--- config.mk ---
export PLATFORM = sky130hd
export DESIGN_NAME = mem_access_unit_flat
export DESIGN_NICKNAME = d
export VERILOG_FILES = /design/src/rtl/mem_access_unit_if.sv /design/src/rtl/mem_access_unit.sv /design/src/flat_wrapper.sv
export SDC_FILE = /design/constraint.sdc
export NUM_CORES = 1
export LEC_CHECK = 0
export ABC_CLOCK_PERIOD_IN_PS = 3000
export CAP_MARGIN = 20
export CORE_ASPECT_RATIO = 0.75
export CORE_MARGIN = 1.5
export CORE_UTILIZATION = 35
export DETAILED_ROUTE_END_ITERATION = 8
export PLACE_DENSITY = 0.71
export REMOVE_ABC_BUFFERS = 1
export SLEW_MARGIN = 20
export SYNTH_ARGS = -nofsm -noshare
export SYNTH_HDL_FRONTEND = slang
export SYNTH_SLANG_ARGS = --single-unit
--- constraint.sdc ---
create_clock -name clk -period 3 [get_ports clk]
set_input_delay 0.6 -clock clk [delete_from_list [all_inputs] [get_ports clk]]
set_output_delay 0.6 -clock clk [all_outputs]
set_load 0.02 [all_outputs]
--- src/rtl/mem_access_unit_if.sv ---
`default_nettype none
// ============================================================================
//  Module      : mem_access_unit_if
//  Description : Bundle of EX/MEM request, data-memory port and MEM/WB result
//                signals around the memory-stage load/store unit.
//  Revision    : 1.0 - initial release
// ============================================================================
interface mem_access_unit_if #(
    parameter int ADDR_W = 32,
    parameter int DATA_W = 32
);
    // Pipeline request side
    logic              memRead;
    logic              memWrite;
    logic [1:0]        memSize;
    logic              memUnsigned;
    logic [ADDR_W-1:0] address;
    logic [DATA_W-1:0] storeData;

    // Data memory side
    logic [DATA_W-1:0] dmemReadData;
    logic [ADDR_W-1:0] dmemAddress;
    logic              dmemWrite;
    logic [DATA_W-1:0] dmemWriteData;

    // Results back to the pipeline
    logic [DATA_W-1:0] loadData;
    logic              stall;
    logic              addrError;

    // Environment view: pipeline plus data memory
    modport master (
        output memRead, memWrite, memSize, memUnsigned, address, storeData,
        output dmemReadData,
        input  dmemAddress, dmemWrite, dmemWriteData,
        input  loadData, stall, addrError
    );

    // Load/store unit view
    modport slave (
        input  memRead, memWrite, memSize, memUnsigned, address, storeData,
        input  dmemReadData,
        output dmemAddress, dmemWrite, dmemWriteData,
        output loadData, stall, addrError
    );
endinterface
`default_nettype wire

--- src/rtl/mem_access_unit.sv ---
`default_nettype none
// ============================================================================
//  Module      : mem_access_unit
//  Description : Memory-stage load/store unit. Turns byte/half/word accesses
//                into word accesses on a word-addressed data memory, using a
//                two-cycle read-modify-write for sub-word stores, and extracts
//                and extends load data. Flags misaligned accesses.
//  Revision    : 1.0 - initial release
// ============================================================================
module mem_access_unit #(
    parameter int ADDR_W = 32,
    parameter int DATA_W = 32
) (
    input  wire logic         clk,
    input  wire logic         reset,
    mem_access_unit_if.slave  bus
);

    localparam logic [1:0] c_SIZE_BYTE = 2'b00;
    localparam logic [1:0] c_SIZE_HALF = 2'b01;

    typedef enum logic [0:0] {
        S_IDLE      = 1'b0,
        S_RMW_WRITE = 1'b1
    } state_t;

    state_t              r_state;
    state_t              w_next_state;
    logic [DATA_W-1:0]   r_word;
    logic [ADDR_W-1:0]   r_addr;
    logic                r_addr_error;

    logic [ADDR_W-1:0]   w_aligned_addr;
    logic                w_is_byte;
    logic                w_is_half;
    logic                w_is_word;
    logic                w_misaligned;
    logic                w_store_ok;
    logic                w_load_ok;
    logic                w_latch;
    logic [4:0]          w_byte_shift;
    logic [4:0]          w_half_shift;
    logic [7:0]          w_lane_byte;
    logic [15:0]         w_lane_half;
    logic [DATA_W-1:0]   w_merged;
    logic [DATA_W-1:0]   w_load_ext;

    // Address/size decode; size 11 is reserved and behaves as a word access
    assign w_aligned_addr = {bus.address[ADDR_W-1:2], 2'b00};
    assign w_is_byte      = (bus.memSize == c_SIZE_BYTE);
    assign w_is_half      = (bus.memSize == c_SIZE_HALF);
    assign w_is_word      = bus.memSize[1];
    assign w_misaligned   = (w_is_half && bus.address[0]) ||
                            (w_is_word && (bus.address[1:0] != 2'b00));
    assign w_store_ok     = bus.memWrite && !w_misaligned;
    assign w_load_ok      = bus.memRead  && !w_misaligned;
    assign w_byte_shift   = {bus.address[1:0], 3'b000};
    assign w_half_shift   = {bus.address[1], 4'b0000};
    assign w_lane_byte    = bus.dmemReadData[w_byte_shift +: 8];
    assign w_lane_half    = bus.dmemReadData[w_half_shift +: 16];

    // Merge the low store bits into the current memory word at the addressed lane(s)
    always_comb begin
        w_merged = bus.dmemReadData;
        if (w_is_byte) begin
            w_merged[w_byte_shift +: 8] = bus.storeData[7:0];
        end else begin
            w_merged[w_half_shift +: 16] = bus.storeData[15:0];
        end
    end

    // Select and sign/zero-extend the load lane
    always_comb begin
        w_load_ext = bus.dmemReadData;
        if (w_is_byte) begin
            w_load_ext = {{(DATA_W-8){w_lane_byte[7] & ~bus.memUnsigned}}, w_lane_byte};
        end else if (w_is_half) begin
            w_load_ext = {{(DATA_W-16){w_lane_half[15] & ~bus.memUnsigned}}, w_lane_half};
        end
    end

    // State register
    always_ff @(posedge clk) begin
        if (reset) begin
            r_state <= S_IDLE;
        end else begin
            r_state <= w_next_state;
        end
    end

    // Next state and memory/pipeline outputs; reset forces every output low
    always_comb begin
        w_next_state      = r_state;
        w_latch           = 1'b0;
        bus.dmemAddress   = w_aligned_addr;
        bus.dmemWrite     = 1'b0;
        bus.dmemWriteData = '0;
        bus.loadData      = '0;
        bus.stall         = 1'b0;
        if (reset) begin
            w_next_state    = S_IDLE;
            bus.dmemAddress = '0;
        end else begin
            case (r_state)
                S_IDLE: begin
                    if (w_store_ok) begin
                        if (w_is_word) begin
                            bus.dmemWrite     = 1'b1;
                            bus.dmemWriteData = bus.storeData;
                        end else begin
                            bus.stall    = 1'b1;
                            w_latch      = 1'b1;
                            w_next_state = S_RMW_WRITE;
                        end
                    end
                    if (w_load_ok) begin
                        bus.loadData = w_load_ext;
                    end
                end
                S_RMW_WRITE: begin
                    bus.dmemAddress   = r_addr;
                    bus.dmemWrite     = 1'b1;
                    bus.dmemWriteData = r_word;
                    w_next_state      = S_IDLE;
                end
                default: begin
                    w_next_state = S_IDLE;
                end
            endcase
        end
    end

    // Capture the merged word and its address for the write-back cycle
    always_ff @(posedge clk) begin
        if (reset) begin
            r_word <= '0;
            r_addr <= '0;
        end else if (w_latch) begin
            r_word <= w_merged;
            r_addr <= w_aligned_addr;
        end
    end

    // Misalignment flag, registered from whatever access is presented in IDLE
    always_ff @(posedge clk) begin
        if (reset) begin
            r_addr_error <= 1'b0;
        end else begin
            r_addr_error <= (r_state == S_IDLE) &&
                            (bus.memRead || bus.memWrite) && w_misaligned;
        end
    end

    assign bus.addrError = r_addr_error & ~reset;

endmodule
`default_nettype wire

--- src/flat_wrapper.sv ---
// flat-port wrapper written by rule: the top's interface ports become plain ports
module mem_access_unit_flat 
#(
    parameter int ADDR_W = 32,
    parameter int DATA_W = 32
)
  (clk, reset, bus_memRead, bus_memWrite, bus_memSize, bus_memUnsigned, bus_address, bus_storeData, bus_dmemReadData, bus_dmemAddress, bus_dmemWrite, bus_dmemWriteData, bus_loadData, bus_stall, bus_addrError);
  mem_access_unit_if #(.ADDR_W(ADDR_W), .DATA_W(DATA_W)) bus_i ();
  input  wire logic clk;
  input  wire logic reset;
  input wire logic [$bits(bus_i.memRead)-1:0] bus_memRead;
  input wire logic [$bits(bus_i.memWrite)-1:0] bus_memWrite;
  input wire logic [$bits(bus_i.memSize)-1:0] bus_memSize;
  input wire logic [$bits(bus_i.memUnsigned)-1:0] bus_memUnsigned;
  input wire logic [$bits(bus_i.address)-1:0] bus_address;
  input wire logic [$bits(bus_i.storeData)-1:0] bus_storeData;
  input wire logic [$bits(bus_i.dmemReadData)-1:0] bus_dmemReadData;
  output wire logic [$bits(bus_i.dmemAddress)-1:0] bus_dmemAddress;
  output wire logic [$bits(bus_i.dmemWrite)-1:0] bus_dmemWrite;
  output wire logic [$bits(bus_i.dmemWriteData)-1:0] bus_dmemWriteData;
  output wire logic [$bits(bus_i.loadData)-1:0] bus_loadData;
  output wire logic [$bits(bus_i.stall)-1:0] bus_stall;
  output wire logic [$bits(bus_i.addrError)-1:0] bus_addrError;
  assign bus_i.memRead = bus_memRead;
  assign bus_i.memWrite = bus_memWrite;
  assign bus_i.memSize = bus_memSize;
  assign bus_i.memUnsigned = bus_memUnsigned;
  assign bus_i.address = bus_address;
  assign bus_i.storeData = bus_storeData;
  assign bus_i.dmemReadData = bus_dmemReadData;
  assign bus_dmemAddress = bus_i.dmemAddress;
  assign bus_dmemWrite = bus_i.dmemWrite;
  assign bus_dmemWriteData = bus_i.dmemWriteData;
  assign bus_loadData = bus_i.loadData;
  assign bus_stall = bus_i.stall;
  assign bus_addrError = bus_i.addrError;
  mem_access_unit #(.ADDR_W(ADDR_W), .DATA_W(DATA_W)) u_core (.clk(clk), .reset(reset), .bus(bus_i));
endmodule
==> flow_summary.ini <==
[power]
power_density_nw_per_um2 = 350
seqPwrFrac_pct = 32.1
ir_drop_mv = 0.300
p_int_mw = 2.00
netSwitchingFraction_pct = 30.8
pwr-share-clk_pct = 36.8
total_power_mw = 2.88
switching_power_uw = 888
comb_power_share_pct = 31.0
leakagePower_nw = 3.21

[run]
maxCapViolCount = 0

[routing]
drc_errors = 0
vias_per_cell = 5.59
drt_iter0_markers = 544
antenna_left = 0
routedWlPerCell_um = 18.7
wl_um = 20700
vias = 6209
first_pass_iters = 5

[run_status]
status = completed

[setup_path]
critPathArrivalTime_ps = 2340
cp-end-kind = output pin
critPathSlowestCell = clkdlybuf4s50_1
r2r-end = u_core.r_addr[11]
crit_chain = clkdlybuf4s50_1 > mux2_2 > a221oi_4 > buf_4 > a2111oi_0 > buf_2
crit_path_start_kind = input port
crit_family = buffers and inverters
crit_buf_inv = 3
critical-path-max-stage-delay_ps = 460
cp.required_ps = 2400
cp-startpoint = bus_dmemReadData[7]
worstPathMaxFanout = 12
reg2regPathDepth = 6
critPathKind = input port to output pin
regToRegSetupSlack_ps = 950
worstSetupEndpoint = bus_loadData[18]
timing.rr.start = u_core.r_state
cp.depth = 6

[sta]
timing.fmax_mhz = 340
fin_crit_sh_pct = 98.0
report.final.slew_viol_count = 0
post-route-min-period_ps = 2940
slew_headroom_pct = 23.3
setup_violations = 0
tightest_slew_ps = 1150
hold_violations = 0
rsz0062_at_grt = false
fin_skew_ps = 4.25

[placed_design]
gp_congestion = 0.975
port_buffers = 199
post-dp-hpwl_um = 15000

[logic_synthesis]
synth_edf_count = 0
syn_inst = 670
ys_ff_latch = 64
yosys.area.top_type = dfxtp_1
ys_types = 45
synth_top_area_share_pct = 24.1
ys_seq_area_share_pct = 24.1
ys_warn_count = 0
avgSynthCellArea_um2 = 7.93
synth_area_um2 = 5310
synth_ff_type = dfxtp_1
async_reset_ff_share_pct = 0
synth_area_leaders = dfxtp_1, mux2i_1, nor2_1

[clock_network]
cts_max_path_buffers = 2
holdBufCountCts = 0
clock_latency_ps = 330
tritoncts = done
root_buffer = clkbuf_16
clock-sinks = 64
htreeDepth = 3
clkTransAtPathRegs_ps = 60
cts_made_buffers = 9

[min_path]
worstHoldPathType = flop to flop
min_from = u_core.r_word[1]

[layout]
drive_above_1_share_pct = 26.1
fin_util_pct = 56.3
area_delta_synth_final_pct = 55.2
fin_nets = 1012

[global_route]
grt_pass1_vias = 5595
grt_overflow = 0
grt_use_total_pct = 25.4
grt_max_degree = 51
antenna_found_initial = 1
grt_pass1_wl_um = 32100

[die]
rows = 38
io_pins = 202
die_w_um = 145
die_y_um = 110
start_util_pct = 36.3
fp.dieArea_um2 = 15900
coreArea_um2 = 14600
-- cell families after synthesis --
logic type | Yosys count | synth area share (%)
AND/OR/NAND/NOR | 224 | 22.9
multiplexers | 96 | 20.2
adder cells (fa/ha/maj) | 5 | 1.18
flip-flops | 64 | 24.1
buffers and inverters | 116 | 9.19
AO/OA/AOI/OAI | 164 | 22.4
other | 1 | 0.0706
-- cells in the final DEF (no fill, tap or decap), types with 7 or more instances in the layout --
cell	count
a2111oi_2	9
a211oi_1	19
nand2b_1	44
nor3_1	9
buf_2	57
o21ai_0	46
and3_1	8
nor2_1	77
o32ai_1	18
nor4bb_1	9
mux2_2	19
mux2i_1	70
nand3_1	38
o211ai_1	16
dfxtp_1	63
inv_1	39
buf_4	93
nor2b_1	7
clkdlybuf4s50_1	128
clkbuf_16	9
a221oi_1	16
mux4_2	7
a32oi_1	16
-- synthesized netlist by cell type (2+ instances only) --
library cell and count:
buf_1 5, dfxtp_1 64, nand2_1 2, o21ai_0 46, nor4bb_1 9, or2_2 2, a21oi_1 6, mux4_2 7
mux2i_1 70, nor4_1 7, a31oi_1 5, and2_1 5, a221oi_1 16, and3_1 8, o32ai_1 18, nand3b_1 2
ha_1 5, nand3_1 38, clkbuf_1 46, nor2_1 79, a2111oi_0 18, buf_2 17, buf_6 2, a211oi_1 19
nand4_1 5, nor3_1 9, mux2_2 19, nor2b_1 8, inv_1 41, o211ai_1 16, a32oi_1 16, nand2b_1 44
buf_4 4
-- worst reg2reg max path: stages (launching register included) --
cell	delay, ps
dfxtp_4	360
buf_4	260
nor4b_4	350
nand2_1	130
inv_1	150
buf_4	470
o21ai_0	200
-- layout make-up --
type / instances / area, um^2
repair buffers: 297 / 2490
clock buffers: 11 / 243
clock inverters: 5 / 55.1
well taps: 200 / 250
fillers: 1460 / 6400
multi-input cells: 491 / 3750
flip-flops and latches: 64 / 1280
diodes: 1 / 2.50
inverters: 41 / 154
-- worst min-delay path by stage --
stage	to	slack, ps	depth (start not counted)
after global placement	u_core.r_word[7]	460	2
final	u_core.r_word[1]	470	2
after global routing	u_core.r_word[1]	480	2
after detailed placement	u_core.r_word[23]	460	2
after CTS	u_core.r_word[7]	470	2
after floorplan	u_core.r_word[0]	440	2
-- power by group through the flow --
stage / logic (mW) / clock network [mW] / registers [mW]
5_1_grt: 0.952 / 1.13 / 0.932
3_3_place_gp: 0.859 / 0 / 0.943
3_5_place_dp: 0.863 / 0 / 0.945
2_1_floorplan: 0.369 / 0 / 0.947
4_1_cts: 0.867 / 1.09 / 0.926
6_report: 0.894 / 1.06 / 0.927
-- per-layer routing --
metal | routed length (um) | global-route usage (%) | vias to the layer above
li1 | - | - | 2960
met1 | 9980 | 37.5 | 2940
met2 | 8940 | 37.7 | 285
met3 | 1550 | 5.10 | 24
met4 | 276 | 5.39 | 0
met5 | 0 | 0 | -
-- state kept, by name, indices dropped and copies added, names as in the netlist --
register             count
u_core.r_addr_error      1
u_core.r_word           32
u_core.r_state           1
u_core.r_addr           30
-- stage by stage --
step / setup WS [ps] / TNS, ps / hold WS [ps] / cells / area (um^2)
after floorplan: -1960 / -174100 / 438 / 596 / 4980
after global placement: -616 / -31850 / 456 / 1087 / 7950
after detailed placement: -700 / -35140 / 460 / 1087 / 7950
after CTS: -15.9 / -53.7 / 471 / 1107 / 8120
after global routing: 12.0 / 0 / 480 / 1109 / 8240
final: 59.2 / 0 / 468 / 1110 / 8240
-- repair_timing --
action / 4_1_cts / 5_1_grt
buffers inserted: 4 / 1
endpoints found under the hold margin: 0 / 0
resized for setup: 300 / 22
cloned: 0 / 1
endpoints found under the setup margin: 66 / 46
pin swaps: 2 / 1
Power figures use the tool's default switching activity.
